## config.mk

```make
export PLATFORM = sky130hd
export DESIGN_NAME = mul_seq_param
export DESIGN_NICKNAME = d
export VERILOG_FILES = /design/src/rtl/mul_seq_param.sv
export SDC_FILE = /design/constraint.sdc
export NUM_CORES = 1
export LEC_CHECK = 0
export CAP_MARGIN = 20
export CORE_MARGIN = 3
export CORE_UTILIZATION = 41
export CTS_BUF_LIST = sky130_fd_sc_hd__clkbuf_4 sky130_fd_sc_hd__clkbuf_8 sky130_fd_sc_hd__clkbuf_16
export DETAILED_ROUTE_END_ITERATION = 12
export PLACE_DENSITY = 0.65
export SLEW_MARGIN = 20
export SYNTH_ARGS = -nofsm -noshare
export SYNTH_HDL_FRONTEND = slang
export SYNTH_SLANG_ARGS = --single-unit
```

## constraint.sdc

```tcl
create_clock -name clk -period 8.6 [get_ports clk]
set_input_delay 0.86 -clock clk [delete_from_list [all_inputs] [get_ports clk]]
set_output_delay 0.86 -clock clk [all_outputs]
set_load 0.1 [all_outputs]
```

## src/rtl/mul_seq_param.sv

```systemverilog
// Iterative shift-add multiplier: retires BPC multiplier bits per cycle and
// returns either half of the 2W-bit product for MUL/MULH/MULHSU/MULHU.
module mul_seq_param #(
    parameter int unsigned W   = 32,
    parameter int unsigned BPC = 2
) (
    input  logic         clk,
    input  logic         rst,
    input  logic         in_valid,
    output logic         in_ready,
    input  logic [W-1:0] a,
    input  logic [W-1:0] b,
    input  logic [1:0]   op,
    input  logic         flush,
    output logic         out_valid,
    input  logic         out_ready,
    output logic [W-1:0] result,
    output logic         busy
);

    localparam int unsigned STEPS = W / BPC;
    localparam int unsigned CW    = $clog2(STEPS + 1);
    localparam int unsigned PW    = 2 * W;

    // Reject parameter combinations the datapath cannot support
    if (((W % BPC) != 0) || !((BPC == 1) || (BPC == 2) || (BPC == 4))) begin : g_bad_param
        $error("mul_seq_param: W must be a multiple of BPC and BPC must be 1, 2 or 4");
    end

    typedef enum logic [1:0] {
        S_IDLE = 2'd0,
        S_CALC = 2'd1,
        S_SIGN = 2'd2,
        S_DONE = 2'd3
    } state_t;

    state_t        state;
    state_t        next_state;
    logic [W-1:0]  mcand;
    logic [W-1:0]  mplier;
    logic [PW-1:0] acc;
    logic [CW-1:0] cnt;
    logic          neg;
    logic          hi_sel;

    logic          accept_c;
    logic          sa_c;
    logic          sb_c;
    logic [W-1:0]  mag_a_c;
    logic [W-1:0]  mag_b_c;
    logic [PW-1:0] partial_c;
    logic [PW-1:0] prod_c;
    logic          calc_last_c;

    assign in_ready = (state == S_IDLE) && !rst;
    assign busy     = (state != S_IDLE);

    // Operand signedness, magnitudes and the per-cycle partial product
    always_comb begin
        accept_c    = in_valid && in_ready && !flush;
        sa_c        = (op != 2'b11);
        sb_c        = (op == 2'b00) || (op == 2'b01);
        mag_a_c     = (sa_c && a[W-1]) ? -a : a;
        mag_b_c     = (sb_c && b[W-1]) ? -b : b;
        partial_c   = (PW'(mcand) * PW'(mplier[BPC-1:0])) << (32'(cnt) * BPC);
        prod_c      = neg ? -acc : acc;
        calc_last_c = (cnt == CW'(STEPS));
    end

    // State register
    always_ff @(posedge clk or posedge rst) begin
        if (rst) begin
            state <= S_IDLE;
        end else begin
            state <= next_state;
        end
    end

    // Next-state logic; flush overrides every transition
    always_comb begin
        next_state = state;
        case (state)
            S_IDLE: if (accept_c)    next_state = S_CALC;
            S_CALC: if (calc_last_c) next_state = S_SIGN;
            S_SIGN:                  next_state = S_DONE;
            S_DONE: if (out_ready)   next_state = S_IDLE;
            default:                 next_state = S_IDLE;
        endcase
        if (flush) begin
            next_state = S_IDLE;
        end
    end

    // Datapath: operand capture, shift-add accumulation, sign fix-up and result hold
    always_ff @(posedge clk or posedge rst) begin
        if (rst) begin
            mcand     <= '0;
            mplier    <= '0;
            acc       <= '0;
            cnt       <= '0;
            neg       <= 1'b0;
            hi_sel    <= 1'b0;
            result    <= '0;
            out_valid <= 1'b0;
        end else begin
            out_valid <= (next_state == S_DONE);
            case (state)
                S_IDLE: begin
                    if (accept_c) begin
                        mcand  <= mag_a_c;
                        mplier <= mag_b_c;
                        neg    <= (sa_c & a[W-1]) ^ (sb_c & b[W-1]);
                        hi_sel <= (op != 2'b00);
                        acc    <= '0;
                        cnt    <= '0;
                    end
                end
                S_CALC: begin
                    if (!flush && !calc_last_c) begin
                        acc    <= acc + partial_c;
                        mplier <= mplier >> BPC;
                        cnt    <= cnt + CW'(1);
                    end
                end
                S_SIGN: begin
                    if (!flush) begin
                        result <= hi_sel ? prod_c[PW-1:W] : prod_c[W-1:0];
                    end
                end
                default: ;
            endcase
        end
    end

endmodule

```

======== Yosys cells after proc, flatten, opt, wreduce, memory -nomap -nowiden ========
Index checks and enable logic that the tools add are counted.
word-level totals
  output and inout port bits .............. 35
  flip-flop bits (word level) ............. 170
  word-level logic and storage cells ...... 65
cells by class
  multipliers ............................. 1
  equal/unequal tests ..................... 9
  reduce and logical (&&, ||, !) cells .... 18
  shift-type cells ........................ 1
  bitwise gates (word level) .............. 4
  add/sub/neg operators ................... 5
  multiplexer cells ....................... 18
operators by type and width
  operator                                                               number
  64-bit two-way mux                                                     3
  32-bit two-way mux                                                     5
  64-bit case mux with 2 select lines                                    1
  64-bit adder                                                           1
  32-bit negation                                                        2
  64-bit negation                                                        1
  32-bit case mux with 2 select lines                                    1
  34-bit by 6-bit << shifter with 64-bit output                          1
  32-bit by 2-bit multiplier with 34-bit output                          1
  5-bit two-way mux                                                      2
  5-bit case mux with 2 select lines                                     1
  2-bit two-way mux                                                      4
  2-bit case mux with 4 select lines                                     1
  2-bit equality test, second input constant                             3
  1-bit logical AND                                                      6
  2-bit inequality test, second input constant                           3
  2-bit nonzero test                                                     3
  5-bit by 1-bit adder with 5-bit output, second input constant          1
  5-bit equality test, second input constant                             1
  2-bit by 1-bit equality test with 1-bit output, second input constant  2
  2-bit zero test                                                        2
  2-bit AND reduction                                                    2
  1-bit zero test                                                        3
  3-bit AND reduction                                                    1
  other kinds (4)                                                        5

======== Logic depth before layout (Yosys ltp) ========
Gate-level depths: netlist (run 1).
  depth in word-level cells ............... 8
  depth in mapped cells ................... 29

======== Worst setup path before layout (run 1) ========
OpenSTA, ideal clock, no wires.
  path type ............................... reg-to-reg
  start point ............................. register mplier[1]
  end point ............................... register acc[63]
  slack ................................... 2.431 ns
  stages on the path, launching flop included .. 29
  required time ........................... 8.522 ns
  setup time .............................. 0.078 ns
  data arrival time ....................... 6.091 ns
  cells stage by stage .................... dfrtp_1 > clkbuf_1 > and2_1 > ha_1 > clkbuf_1 > o21a_1 > o21ai_0 > o21ai_0 > o211a_1 > nor2_1 > o31ai_1 > xnor2_1 > mux4_2 > mux2i_1 > nor2_1 > a211oi_1 > ha_1 > clkbuf_1 > nand4_1 > nor3_1 > o2111ai_1 > a21oi_1 > o31ai_1 > o31ai_1 > a211oi_1 > or4_1 > a211o_1 > o211ai_1 > o21bai_1
on the way
  cells in the longest elaborated chain, start to end .. 5
RTL lines
  item                                           line  RTL
  from (decl)                                    40    logic [W-1:0] mplier;
  from (signal assigned)                         111   mplier <= mag_b_c;
  from (signal assigned)                         121   mplier <= mplier >> BPC;
  32-bit by 2-bit multiplier with 34-bit output  65    partial_c = (PW'(mcand) * PW'(mplier[BPC-1:0])) << (32'(cnt) * BPC);
  34-bit by 6-bit << shifter with 64-bit output  65
  64-bit adder                                   120   acc <= acc + partial_c;
  64-bit two-way mux                             119   if (!flush && !calc_last_c) begin
  64-bit case mux with 2 select lines            107   case (state)
  to (signal assigned)                           120
  to (decl)                                      41    logic [PW-1:0] acc;
No other way between the ends. The select of a mux whose other input is x is not followed.
A chain may end at the register's enable or synchronous reset.

======== Final worst setup path (run 1) ========
  start point ............................. register mplier[0]
  end point ............................... register acc[63]
The elaborated chain is that of the path after synthesis.

==> out/summary.txt, run 1 <==
Post-Synthesis Cells = 2285
GRT overflow = 0
RR Startpoint = mplier[0]$_DFFE_PP0P_
Clock tree from TritonCTS = yes
Slew @ Worst Pin = 1.13 ns
Clock transition at the registers of the reported paths = 0.07 ns
Max-slew violation count = 0
Seq cells post-synth = 170
Die Width = 213 um
DRT Wirelength = 55100 um
Vias = 17200
Leakage = 8.24 nW
Worst Hold Class = flip-flop to flip-flop
CTS buffer count = 17
Hpwl dp = 43200 um
Clk_lat worst skew = 0.47 ns
Clock root buffer master = clkbuf_16
Commonest register cell after synthesis = dfrtp_1
Synth warn = 0
Hold-fix buffers, CTS = 0
IO Count = 106
Critical Path End Type = flip-flop
Drt initial violations = 1671
Syn Std Cell Area = 17500 um^2
Area of the multi-input gates = 12500 um^2
Distinct cells, synth = 78
Fill cells = 4183
Number of global-route vias before repair = 16100
Sequential element share of the synthesized area = 24.2%
Critical path launch point type = flip-flop
Die height = 213 um
Starting Density = 41.6%
WHS = 0.479 ns
Avg Vias per Cell = 6.12
Initial antenna violation count = 0
Max frequency = 0.128 GHz
Critical Path RT = 8.99 ns
Number of flops mapped to enable cells by yosys = 0
Layout cell share with drive strength beyond 1 = 4.65%
First-pass GRT wire length = 87400 um
Resize count post-CTS = 0
Worst setup margin = 0.795 ns
Setup TNS = 0 ns
Clk_skew = 0.0138 ns
CP max FO = 33
DRT Pass-1 Iters = 5
Avg WL per Cell = 19.5 um
Avg Cell Area, Syn = 7.68 um^2
Outcome = complete, no violations
Final setup viols = 0
Post-route ant nets = 0
Reg2Reg Depth = 25
Syn_nets = 2458
Critical R2R Capture = acc[63]$_DFFE_PP0P_
Post-CTS setup buffers = 0
Crit path launch = mplier[0]$_DFFE_PP0P_
RSZ-0062 raised after global routing = false
Max cap viols = 0
Synth async-reset ratio = 100%
Placed cell count = 2788
Core Rows = 75
Final nets = 2441
Largest net degree at the start of global routing = 126
Setup WS pre-CTS = 0.967 ns
Die Area = 45300 um^2
Power Density = 345 nW/um^2
Max Root-Sink Buffers = 2
Crit path capture = acc[63]$_DFFE_PP0P_
Clock tree sinks = 170
Buffers added on ports = 105
Core footprint = 42100 um^2
Post-layout min period = 7.80 ns
Layout area overhead = 10.7%
Most common cell after layout, fill and taps aside = o21ai_0
Antenna cells = 0
Worst vdd ir = 0.134 mV
Placer Congestion = 1.00
Flop2flop setup slack = 0.80 ns
Critical path type = flip-flop to flip-flop
Critical Path AT = 8.20 ns
Final Non-Filler Cells = 2820
DR DRC count = 0
Most frequent cells in the layout = 280 x o21ai_0, 227 x nand2_1, 170 x a21oi_1
Worst slew margin = 24.3%
Sequential cell area = 4260 um^2
Hold Fails Final Rpt = 0
H-tree depth = 4
Fin crit share = 90.8%
Global-route usage over all layers = 24.2%
Final Power = 6.69 mW
## sequential cells by signal, summed over array words and instances, names as in the netlist
signal / cells
neg: 1
out_valid: 1
acc: 64
result: 32
cnt: 5
hi_sel: 1
mplier: 32
state: 2
mcand: 32
## per-stage QoR
stage / utilization (%) / cell area [um^2]
global placement: 44.7 / 18800
global route: 46.1 / 19400
CTS: 46.1 / 19400
floorplan: - / 17500
finish: 46.1 / 19400
detailed placement: 44.7 / 18800
## Yosys cell counts (all sizes together), types with 7 or more instances
library cell,number,area [um^2]
o31ai,50,375
a31oi,18,113
a21o,55,413
and3,13,81.3
nor4,15,93.8
nand4,27,169
a22oi,31,233
and2,75,469
or2,12,75.1
or4,24,188
mux4,10,225
nand2b,16,100
o21bai,23,173
clkbuf,143,538
o21a,16,120
a21oi,170,851
o211a,7,70.1
nor2,140,526
o31a,7,61.3
o41ai,21,191
a211oi,24,180
nor3b,16,120
mux2,11,124
o221ai,10,87.6
nor2b,18,113
nor3,23,115
ha,100,1250
nand3,100,500
dfrtp,170,4250
or3,29,201
inv,43,161
a221oi,8,70.1
mux2i,28,280
o21ai,280,1400
xnor2,103,902
nand2,227,852
xor2,107,937
buf,15,57.6
a211o,13,114
o22ai,16,100
## critical path, stage by stage (launching register included)
cell and delay [ns]:
dfrtp_1 0.83, and2_1 0.26, ha_1 0.39, o21a_1 0.18
o21ai_0 0.23, o21ai_0 0.22, o211ai_1 0.49, and2_0 0.36
o41ai_1 0.13, a211oi_1 0.52, mux2_2 0.30, mux2i_1 0.09
o21ai_0 0.35, nor2_1 0.10, ha_1 0.45, nand2_1 0.14
nor3_1 0.20, o2111ai_1 0.15, a21oi_1 0.32, o31ai_1 0.18
o31ai_1 0.67, a211oi_1 0.20, or4_1 0.52, a211o_1 0.24
o211ai_1 0.09, o21bai_1 0.13
## power by group
| group | internal (mW) | switching [mW] | leakage [nW] |
|---|---|---|---|
| Sequential | 1.08 | 0.405 | 2.24 |
| Combinational | 1.61 | 2.81 | 5.70 |
| Clock | 0.427 | 0.366 | 0.291 |
## kinds of logic (layout without fill, tap and decap cells)
kind of cell | Yosys count | after routing | synth area share [%]
compound gates | 803 | 803 | 28.8
simple gates | 749 | 749 | 21.2
xor+xnor | 210 | 210 | 10.5
buf+inv | 202 | 198 | 4.34
flops | 170 | 170 | 24.2
fa+ha+maj | 102 | 102 | 7.36
mux | 49 | 49 | 3.59
## per-layer routing
metal / GRT usage [%] / part of all wire (%)
met5: 0 / 0
met4: 10.4 / 4.1
met3: 2.67 / 4.9
met2: 39.4 / 46
met1: 32.7 / 45
## cell type report
cell class / count / area share, %
flip-flops and latches: 170 / 21.9
repair buffers: 122 / 6.09
inverters: 44 / 0.876
clock inverters: 12 / 0.664
well taps: 539 / 3.47
clock buffers: 20 / 2.37
multi-input cells: 1913 / 64.6
## how the worst min path moves through the flow
| stage | start | to | slack [ns] | depth (start not counted) |
|---|---|---|---|---|
| 3_3_place_gp | hi_sel$_DFFE_PP0P_ | hi_sel$_DFFE_PP0P_ | 0.46 | 2 |
| 2_1_floorplan | mcand[31]$_DFFE_PP0P_ | mcand[31]$_DFFE_PP0P_ | 0.45 | 2 |
| 4_1_cts | hi_sel$_DFFE_PP0P_ | hi_sel$_DFFE_PP0P_ | 0.48 | 2 |
| 6_report | result[24]$_DFFE_PP0P_ | result[24]$_DFFE_PP0P_ | 0.48 | 1 |
| 5_1_grt | result[24]$_DFFE_PP0P_ | result[24]$_DFFE_PP0P_ | 0.50 | 1 |
| 3_5_place_dp | hi_sel$_DFFE_PP0P_ | hi_sel$_DFFE_PP0P_ | 0.46 | 2 |
Power figures use the tool's default switching activity.
==> run 2, diff against run 1 <==
- ABC_CLOCK_PERIOD_IN_PS: default -> 8600
- SETUP_SLACK_MARGIN: default -> 0.15
==> results of run 2 <==
No change in the layout: final DEF, timing and power equal those of run 1.
